`config.mk`:
```
export PLATFORM = sky130hd
export DESIGN_NAME = uart_frame_mux_flat
export DESIGN_NICKNAME = d
export VERILOG_FILES = /design/src/rtl/uart_frame_mux_pkg.sv /design/src/rtl/uart_frame_mux_if.sv /design/src/rtl/uart_frame_mux_frame_checksum.sv /design/src/rtl/uart_frame_mux.sv /design/src/flat_wrapper.sv
export SDC_FILE = /design/constraint.sdc
export NUM_CORES = 1
export LEC_CHECK = 0
export CORE_MARGIN = 5
export CORE_UTILIZATION = 48
export CTS_CLUSTER_SIZE = 30
export DETAILED_ROUTE_END_ITERATION = 6
export GPL_TIMING_DRIVEN = 0
export HOLD_SLACK_MARGIN = 0.12
export PLACE_DENSITY_LB_ADDON = 0.3
export SLEW_MARGIN = 15
export SYNTH_ARGS = -nofsm -noshare
export SYNTH_HDL_FRONTEND = slang
export SYNTH_HIERARCHICAL = 1
export SYNTH_SLANG_ARGS = --single-unit
export TNS_END_PERCENT = 30
```
`constraint.sdc`:
```
create_clock -name clk -period 3.4 [get_ports clk]
set_input_delay 0.68 -clock clk [delete_from_list [all_inputs] [get_ports clk]]
set_output_delay 0.68 -clock clk [all_outputs]
set_load 0.005 [all_outputs]
```
`src/rtl/uart_frame_mux_pkg.sv`:
```
// Shared definitions for the inter-board game link.
// Holds the default frame start byte, the frame-length helper and the
// transmit FSM state encoding. The receive-side demultiplexer imports the
// same package, so any format change lands in both directions at once.
package uart_frame_mux_pkg;

    localparam logic [7:0] SYNC_DEFAULT = 8'hA5;

    typedef enum logic [1:0] {
        ST_IDLE = 2'd0,
        ST_SEND = 2'd1,
        ST_GAP  = 2'd2
    } state_t;

    // Bytes per frame: sync, sequence, two bytes per channel, checksum.
    function automatic int frame_len(input int nch);
        return 3 + 2 * nch;
    endfunction

endpackage

```
`src/rtl/uart_frame_mux_if.sv`:
```
// Bundle between the frame serializer and its host / byte transmitter.
// Ports:
//   data_in    NCH*DW channel snapshot source, channel k at [k*DW +: DW]
//   start      single-cycle frame request
//   continuous automatic back-to-back framing
//   tx_ready   byte transmitter can accept
//   tx_valid   tx_byte is valid
//   tx_byte    byte offered to the transmitter
//   busy       frame in progress or in inter-frame gap
//   seq        sequence number of the next frame
//   overrun    sticky dropped-request flag
// Modports: slave = serializer side, master = host/transmitter side.
interface uart_frame_mux_if #(
    parameter int NCH = 4,
    parameter int DW  = 12
);
    logic [NCH*DW-1:0] data_in;
    logic              start;
    logic              continuous;
    logic              tx_ready;
    logic              tx_valid;
    logic [7:0]        tx_byte;
    logic              busy;
    logic [7:0]        seq;
    logic              overrun;

    modport slave (
        input  data_in, start, continuous, tx_ready,
        output tx_valid, tx_byte, busy, seq, overrun
    );

    modport master (
        output data_in, start, continuous, tx_ready,
        input  tx_valid, tx_byte, busy, seq, overrun
    );
endinterface

```
`src/rtl/uart_frame_mux_frame_checksum.sv`:
```
// frame_checksum: 8-bit additive accumulator (sum mod 256).
// Ports:
//   clk, rst  clock and asynchronous active-high reset
//   clear     synchronous clear to zero (has priority over add_en)
//   add_en    add add_byte into the running sum this cycle
//   add_byte  byte to accumulate
//   sum       running sum
module frame_checksum (
    input  logic       clk,
    input  logic       rst,
    input  logic       clear,
    input  logic       add_en,
    input  logic [7:0] add_byte,
    output logic [7:0] sum
);
    always_ff @(posedge clk or posedge rst) begin
        if (rst) begin
            sum <= 8'd0;
        end else if (clear) begin
            sum <= 8'd0;
        end else if (add_en) begin
            sum <= sum + add_byte;
        end
    end
endmodule

```
`src/rtl/uart_frame_mux.sv`:
```
// uart_frame_mux: snapshots NCH channels of DW bits and emits one framed
// packet (SYNC, seq, hi/lo byte per channel, additive checksum) to a
// byte-level UART transmitter over a valid/ready handshake.
// Ports:
//   clk   system clock, rising edge
//   rst   asynchronous active-high reset
//   link  uart_frame_mux_if.slave bundle (data, requests, tx handshake, status)
// Parameters: NCH channels, DW bits per channel, SYNC start byte,
// GAP idle cycles forced after each frame.
module uart_frame_mux
    import uart_frame_mux_pkg::*;
#(
    parameter int         NCH  = 4,
    parameter int         DW   = 12,
    parameter logic [7:0] SYNC = SYNC_DEFAULT,
    parameter int         GAP  = 0
) (
    input logic clk,
    input logic rst,
    uart_frame_mux_if.slave link
);
    localparam int FL = frame_len(NCH);
    localparam int IW = $clog2(FL);
    localparam int PW = $clog2(2 * NCH);

    typedef logic [IW-1:0] idx_t;
    localparam idx_t       LAST_IDX = idx_t'(FL - 1);
    localparam logic [7:0] GAP_LAST = 8'(GAP - 1);

    state_t            state_reg, state_next;
    idx_t              idx_reg, idx_next;
    logic [7:0]        gap_reg, gap_next;
    logic [7:0]        seq_reg, seq_next;
    logic [NCH*DW-1:0] snap_reg, snap_next;
    logic              pending_reg, pending_next;
    logic              overrun_reg, overrun_next;

    logic [7:0]        cur_byte;
    logic [7:0]        csum;
    logic              fire;
    logic              csum_add;
    logic [7:0]        payload [2*NCH];
    logic [PW-1:0]     pidx;

    // Payload bytes straight from the snapshot, zero-extended to 16 bits.
    generate
        for (genvar gi = 0; gi < NCH; gi++) begin : g_chan
            logic [15:0] chan_ext;
            assign chan_ext         = 16'(snap_reg[gi*DW +: DW]);
            assign payload[2*gi]    = chan_ext[15:8];
            assign payload[2*gi+1]  = chan_ext[7:0];
        end
    endgenerate

    assign fire     = (state_reg == ST_SEND) && link.tx_ready;
    // Only seq and payload bytes contribute to the checksum.
    assign csum_add = fire && (idx_reg != idx_t'(0)) && (idx_reg != LAST_IDX);
    assign pidx     = PW'(idx_reg - idx_t'(2));

    always_comb begin
        cur_byte = payload[pidx];
        if (idx_reg == idx_t'(0)) begin
            cur_byte = SYNC;
        end else if (idx_reg == idx_t'(1)) begin
            cur_byte = seq_reg;
        end else if (idx_reg == LAST_IDX) begin
            cur_byte = csum;
        end
    end

    // The sum restarts whenever the FSM is idle, so each frame begins clean.
    frame_checksum u_csum (
        .clk      (clk),
        .rst      (rst),
        .clear    (state_reg == ST_IDLE),
        .add_en   (csum_add),
        .add_byte (cur_byte),
        .sum      (csum)
    );

    always_ff @(posedge clk or posedge rst) begin
        if (rst) begin
            state_reg   <= ST_IDLE;
            idx_reg     <= '0;
            gap_reg     <= 8'd0;
            seq_reg     <= 8'd0;
            snap_reg    <= '0;
            pending_reg <= 1'b0;
            overrun_reg <= 1'b0;
        end else begin
            state_reg   <= state_next;
            idx_reg     <= idx_next;
            gap_reg     <= gap_next;
            seq_reg     <= seq_next;
            snap_reg    <= snap_next;
            pending_reg <= pending_next;
            overrun_reg <= overrun_next;
        end
    end

    always_comb begin
        state_next   = state_reg;
        idx_next     = idx_reg;
        gap_next     = gap_reg;
        seq_next     = seq_reg;
        snap_next    = snap_reg;
        pending_next = pending_reg;
        overrun_next = overrun_reg;

        case (state_reg)
            ST_IDLE: begin
                // start, a queued request and continuous mode all collapse
                // into one frame.
                if (link.start || pending_reg || link.continuous) begin
                    snap_next    = link.data_in;
                    pending_next = 1'b0;
                    idx_next     = '0;
                    state_next   = ST_SEND;
                end
            end
            ST_SEND: begin
                if (fire) begin
                    if (idx_reg == LAST_IDX) begin
                        seq_next   = seq_reg + 8'd1;
                        gap_next   = 8'd0;
                        state_next = (GAP == 0) ? ST_IDLE : ST_GAP;
                    end else begin
                        idx_next = idx_reg + idx_t'(1);
                    end
                end
            end
            ST_GAP: begin
                if (gap_reg == GAP_LAST) begin
                    state_next = ST_IDLE;
                end else begin
                    gap_next = gap_reg + 8'd1;
                end
            end
            default: begin
                state_next = ST_IDLE;
            end
        endcase

        // Requests while busy queue one deep; a second one is lost.
        if ((state_reg != ST_IDLE) && link.start) begin
            if (pending_reg) begin
                overrun_next = 1'b1;
            end else begin
                pending_next = 1'b1;
            end
        end
    end

    assign link.tx_valid = (state_reg == ST_SEND);
    assign link.tx_byte  = (state_reg == ST_SEND) ? cur_byte : 8'd0;
    assign link.busy     = (state_reg != ST_IDLE);
    assign link.seq      = seq_reg;
    assign link.overrun  = overrun_reg;

endmodule

```
`src/flat_wrapper.sv`:
```
// flat-port wrapper written by rule: the top's interface ports become plain ports
module uart_frame_mux_flat import uart_frame_mux_pkg::*;
#(
    parameter int         NCH  = 4,
    parameter int         DW   = 12,
    parameter logic [7:0] SYNC = SYNC_DEFAULT,
    parameter int         GAP  = 0
)
  (clk, rst, link_data_in, link_start, link_continuous, link_tx_ready, link_tx_valid, link_tx_byte, link_busy, link_seq, link_overrun);
  uart_frame_mux_if #(.NCH(NCH), .DW(DW)) link_i ();
  input logic clk;
  input logic rst;
  input wire logic [$bits(link_i.data_in)-1:0] link_data_in;
  input wire logic [$bits(link_i.start)-1:0] link_start;
  input wire logic [$bits(link_i.continuous)-1:0] link_continuous;
  input wire logic [$bits(link_i.tx_ready)-1:0] link_tx_ready;
  output wire logic [$bits(link_i.tx_valid)-1:0] link_tx_valid;
  output wire logic [$bits(link_i.tx_byte)-1:0] link_tx_byte;
  output wire logic [$bits(link_i.busy)-1:0] link_busy;
  output wire logic [$bits(link_i.seq)-1:0] link_seq;
  output wire logic [$bits(link_i.overrun)-1:0] link_overrun;
  assign link_i.data_in = link_data_in;
  assign link_i.start = link_start;
  assign link_i.continuous = link_continuous;
  assign link_i.tx_ready = link_tx_ready;
  assign link_tx_valid = link_i.tx_valid;
  assign link_tx_byte = link_i.tx_byte;
  assign link_busy = link_i.busy;
  assign link_seq = link_i.seq;
  assign link_overrun = link_i.overrun;
  uart_frame_mux #(.NCH(NCH), .DW(DW), .SYNC(SYNC), .GAP(GAP)) u_core (.clk(clk), .rst(rst), .link(link_i));
endmodule
```
; Yosys cells after proc, flatten, opt, wreduce, memory -nomap -nowiden
; Index checks and enable logic that the tools add are counted.
[totals]
inputBits = 53
reg_bits = 80
output_inout_bits = 19
elab_cells = 72
[op_classes]
bitwise = 1
eq_ne = 12
muxes = 26
n_reduce_logical = 19
add_sub_neg = 5
magnitude_cmp = 1
[ops]
columns = operator, n
row1 = $mux 8, 11
row2 = $bmux 8 s3, 1
row3 = $add 8x1->8 const B, 2
row4 = $pmux 8 s2, 1
row5 = $mux 4, 3
row6 = $reduce_and 4->1, 3
row7 = $add 8x8->8, 1
row8 = $eq 8x8->1 const B, 1
row9 = $mux 2, 4
row10 = $ne 2x1->1 const B, 4
row11 = $pmux 4 s2, 1
row12 = $reduce_bool 2->1, 4
row13 = $pmux 2 s3, 1
row14 = $add 4x1->4 const B, 1
row15 = $eq 4x1->1 const B, 1
row16 = $eq 4x4->1 const B, 1
row17 = $ge 4x4->1 const B, 1
row18 = $logic_and 1x1->1, 4
row19 = $logic_not 4->1, 1
row20 = $mux 1, 4
row21 = $ne 2x2->1 const B, 2
row22 = $ne 4x4->1 const B, 1
row23 = $not 3->4, 1
row24 = $reduce_and 2->1, 2
row25 = 7 further kinds, 8

; Longest topological paths before layout
; Gate-level depths: netlist (run 1).
[depth]
word_depth = 11
ltp_mapped = 16
mapped_depth_nobuf = 13

; Modules after synthesis
; The synthesis (run 1) kept the hierarchy.
[by_module_without_submodules]
columns = module, n_inst, seq_area_each_um2, area_each_um2, cells_each
row1 = uart_frame_mux, 1, 1576.5, 3201.8, 256
row2 = frame_checksum, 1, 200.2, 683.2, 66

; Worst setup path after synthesis (run 1)
; OpenSTA, ideal clock, no wires.
[synth_path]
path_kind = register to register
startpoint = register u_core.idx_reg[0]
endpoint = register u_core.u_csum.sum[6]
path_slack_ps = 79
n_path_buf = 3
arrival_time_ps = 3197
path_stages_with_launch = 17
period_less_slack_ps = 3321
required_time_ps = 3276
setup_time_ps = 124
cell_sequence = dfrtp_1 -> buf_6 -> buf_2 -> inv_1 -> ha_1 -> and3b_1 -> clkbuf_1 -> nand2b_1 -> a31oi_1 -> nand2_1 -> ha_1 -> fa_1 -> a21o_1 -> a21oi_2 -> a2bb2oi_2 -> nor4b_2 -> a211o_1
[synth_between]
elab_chain_cells = 11
word_cells_on_any_way = 19
classes_between = 2 x add/sub / 3 x eq/ne / 8 x mux / 1 x bitwise / 5 x reduce/logical
[synth_rtl]
columns = item, line_no
row1 = start: declaration, uart_frame_mux.sv:31  ; idx_t idx_reg, idx_next;
row2 = start signal: assignment, uart_frame_mux.sv:92  ; idx_reg <= idx_next;
row3 = $sub 3x2->3, uart_frame_mux.sv:58  ; assign pidx = PW'(idx_reg - idx_t'(2));
row4 = $not 3->4 (implied by the code), uart_frame_mux.sv:61  ; cur_byte = payload[pidx];
row5 = $bmux 8 s3, uart_frame_mux.sv:61
row6 = $mux 8 (implied by the code) (2 in a row), uart_frame_mux.sv:61
row7 = $mux 8, uart_frame_mux.sv:66  ; end else if (idx_reg == LAST_IDX) begin
row8 = $mux 8, uart_frame_mux.sv:64  ; end else if (idx_reg == idx_t'(1)) begin
row9 = $mux 8 *, uart_frame_mux.sv:62  ; if (idx_reg == idx_t'(0)) begin
row10 = via u_core.cur_byte[0], uart_frame_mux.sv:38  ; logic [7:0] cur_byte;
row11 = $add 8x8->8 *, uart_frame_mux_frame_checksum.sv:22  ; sum <= sum + add_byte;
row12 = $mux 8 *, uart_frame_mux_frame_checksum.sv:21  ; end else if (add_en) begin
row13 = $mux 8 *, uart_frame_mux_frame_checksum.sv:19  ; end else if (clear) begin
row14 = end signal: assignment, uart_frame_mux_frame_checksum.sv:22
row15 = end: declaration, uart_frame_mux_frame_checksum.sv:14  ; output logic [7:0] sum
; The timed path passes the listed nets; every way through them passes the cells marked *. The select of a mux whose other input is x is not followed.
; A chain may end at the register's enable or synchronous reset.

; Final worst setup path (run 1)
[layout_path]
startpoint = register u_core.idx_reg[1]
endpoint = output port link_tx_byte[6]
[layout_between]
elab_chain_cells = 9
word_cells_on_any_way = 12
classes_between = 1 x add/sub / 2 x eq/ne / 7 x mux / 1 x bitwise / 1 x reduce/logical
[layout_rtl]
columns = item, line_no
row1 = $sub 3x2->3, uart_frame_mux.sv:58
row2 = $not 3->4 (implied by the code), uart_frame_mux.sv:61
row3 = $bmux 8 s3, uart_frame_mux.sv:61
row4 = $mux 8 (implied by the code) (2 in a row), uart_frame_mux.sv:61
row5 = $mux 8, uart_frame_mux.sv:66
row6 = $mux 8, uart_frame_mux.sv:64
row7 = $mux 8 *, uart_frame_mux.sv:62
row8 = via u_core.cur_byte[6], uart_frame_mux.sv:38
row9 = $mux 8 *, uart_frame_mux.sv:155  ; assign link.tx_byte = (state_reg == ST_SEND) ? cur_byte : 8'd0;
row10 = end: declaration, flat_wrapper.sv:18  ; output wire logic [$bits(link_i.tx_byte)-1:0] link_tx_byte;
; Marks and branches as above.

==> out/metrics.csv, run 1 <==
metric,value,unit
grt_max_degree,52,
ctsHoldBuffers,0,
grt_remaining_overflow,0,
setup_tns,0,ns
synth_top_area_share,0.457,
yosys_warnings,6,
reg2regPathDepth,12,
clockBufferDepth,2,
coreArea,7810,µm²
cp_max_fo,8,
crit_chain,ha_4 -> buf_12 -> mux4_2 -> nand3_1 -> a32oi_2 -> and2_1 -> clkdlybuf4s50_1,
synth_area,3880,µm²
drive_gt1_frac,0.317,
first_iter_violations,219,
final_nets,481,
critPathSlowestCell,mux4_2,
final.fill_count,578,
core.rowCount,32,
slowest_delay,0.55,ns
dp_hpwl,6870,µm
finalCritPeriodShare,0.988,
die_area,9990,µm²
start_util,0.498,
status,finished clean,
drtPass1Iterations,6,
avgSynthCellArea,12.1,µm²
yosys-top-cells-area,"dfrtp_1 46%, mux2_2 14%, mux4_2 4.6%",
ctsHtreeMaxLevel,3,
ys.flop_type,dfrtp_1,
fp.dieW,100,µm
maxCapViolations,0,
critical_path_required,2.72,ns
r2r_end,u_core/u_csum/sum[6],
dieHeight,100,µm
area_delta_synth_final,34.2,%
hold_viol,0,
dr_total_vias,2976,
dp.cells,496,
syn_inst,322,
whs_endpoint,u_core/link.overrun,
final.min_clock_period,3.36,ns
powerDensity,1050,nW/µm²
gp_congestion,0.884,
relSlewSlack,0.572,
crit_type,flop to output pin,
synth_async_sr_flop_share,1.00,
cts_sinks,71,
worstSkewPairLatency,0.35,ns
finalClockSkew,0.0113,ns
io_pins,72,
synth-edff-count,0,
yosysUniqueCellTypes,54,
leakagePower,0.00221,µW
rsz0062_at_grt,yes,
critPathLaunchType,flop,
ys_seq_elements,71,
crit_path_end_kind,output pin,
yosysTopAreaCell,dfrtp_1,
cts_tree,done,
min_from,u_core/link.overrun,
antenna_left,0,
root_buffer,clkbuf_8,
setup_viol,0,
hp-class,flop to flop,
antenna_found_initial,0,
timing_max_transition_violations_final,0,
port_buffers,71,
critical_path_arrival,2.68,ns
post_drt_wl_per_cell,18.2,µm
clkTransAtPathRegs,0.08,ns
fin_area,5220,µm²
final_cells,521,
total_power,5480,µW
max-vdd-ir-drop,0.000448,V
r2r-start,u_core/idx_reg[1],
cp_num_buf_inv,2,
worst-r2r-setup-slack,0.07,ns
grt_pass1_wl,15500,µm
post_dp_cell_area,4750,µm²
hold_ws,0.473,ns
vias_per_cell,5.71,
fmaxAchievable,0.298,GHz
hold_path_depth,1,
numCtsBuffers,9,
yosysSeqAreaShare,0.457,
cp_top_family,buffers and inverters,
grt_pass1_vias,3092,
syn-num-nets,389,
antenna_cells,0,
drc,0,
grt_usage,0.199,
worst_pin_slew,0.639,ns
largest_reg_flops,48,
routed_wl,9460,µm
## cell usage after synthesis (all sizes together), types with 4 or more instances
cell and instances:
nand2 15, buf 11, nand3b 4, mux4 8
nor2 19, xnor2 9, a31oi 4, inv 7
o22ai 6, mux2i 13, and2 6, ha 13
a21oi 19, clkbuf 7, nand3 4, mux2 50
nand4 7, dfrtp 71, nor3 4
## logic make-up (layout without fill, tap and decap cells)
| kind of cell | count (synthesis) | in the layout | synth area share |
|---|---|---|---|
| xor gates and xnor gates | 11 | 11 | 0.0248 |
| DFF | 71 | 71 | 0.457 |
| and+or+nand+nor | 76 | 76 | 0.115 |
| AOI/OAI and AO/OA | 54 | 54 | 0.0995 |
| buffers and inverters | 25 | 122 | 0.0316 |
| muxes | 71 | 71 | 0.225 |
| adders and majority gates | 14 | 14 | 0.0470 |
## how the worst max path moves through the flow
stage,startpoint,endpoint,depth (start not counted)
after floorplan,u_core/idx_reg[0],u_core/u_csum/sum[6],16
after global placement,u_core/idx_reg[0],u_core/u_csum/sum[6],16
after detailed placement,u_core/idx_reg[0],u_core/u_csum/sum[6],16
after CTS,u_core/idx_reg[1],u_core/u_csum/sum[6],12
after global routing,u_core/idx_reg[1],link_tx_byte[7],7
final,u_core/idx_reg[1],link_tx_byte[6],7
## area by class of cell
cell class / count / area (µm²) / area share
multi-input cells: 226 / 2130 / 0.408
flip-flops and latches: 71 / 1780 / 0.341
repair buffers: 84 / 830 / 0.159
well taps: 102 / 128 / 0.0245
plain buffers: 15 / 105 / 0.0202
inverters: 7 / 28.8 / 0.00552
clock buffers: 10 / 128 / 0.0245
clock inverters: 6 / 91.3 / 0.0175
## per-layer routing
layer  vias up  track usage  part of all wire
met5         -            0                 0
li1       1385            -                 -
met3        13       0.0535             0.058
met2        80        0.329              0.50
met4         0       0.0714             0.016
met1      1498        0.252              0.43
## stage by stage
stage,util,setup WS (ns)
after floorplan,-,0.0794
after global placement,0.605,-0.320
after detailed placement,0.609,-0.345
after CTS,0.651,-0.0137
after global routing,0.668,-0.0521
final,0.668,0.0409
## report_power, final
group | internal (µW) | switching (µW) | total, µW
Clock | 418 | 330 | 749
Combinational | 1780 | 1470 | 3250
Sequential | 1220 | 251 | 1470
Total | 3420 | 2050 | 5480
## cell usage in the layout, fill, tap and decap left out, types with 4 or more instances in the layout
cell type         n
mux2i_1          13
o22ai_1           4
clkbuf_8          9
clkdlybuf4s50_1  69
nor2_1           18
nand4_1           7
mux4_2            8
nand3b_1          4
and2_1            4
xnor2_1           9
dfrtp_1          69
clkbuf_1          4
ha_1              8
inv_1             5
ha_4              4
mux2_2           50
a21oi_1          16
buf_4            13
nand3_1           4
nand2_1          14
buf_2             8
## repair_timing
item | 4_1_cts | 5_1_grt
resized for setup | 17 | 18
endpoints found under the setup margin | 12 | 10
buffers inserted | 6 | 6
pin swaps | 3 | 11
Power figures use the tool's default switching activity.
==> run 2, diff against run 1 <==
HOLD_SLACK_MARGIN = not set   (was 0.12)
==> results of run 2 <==
No change in the layout: final DEF, timing and power equal those of run 1.
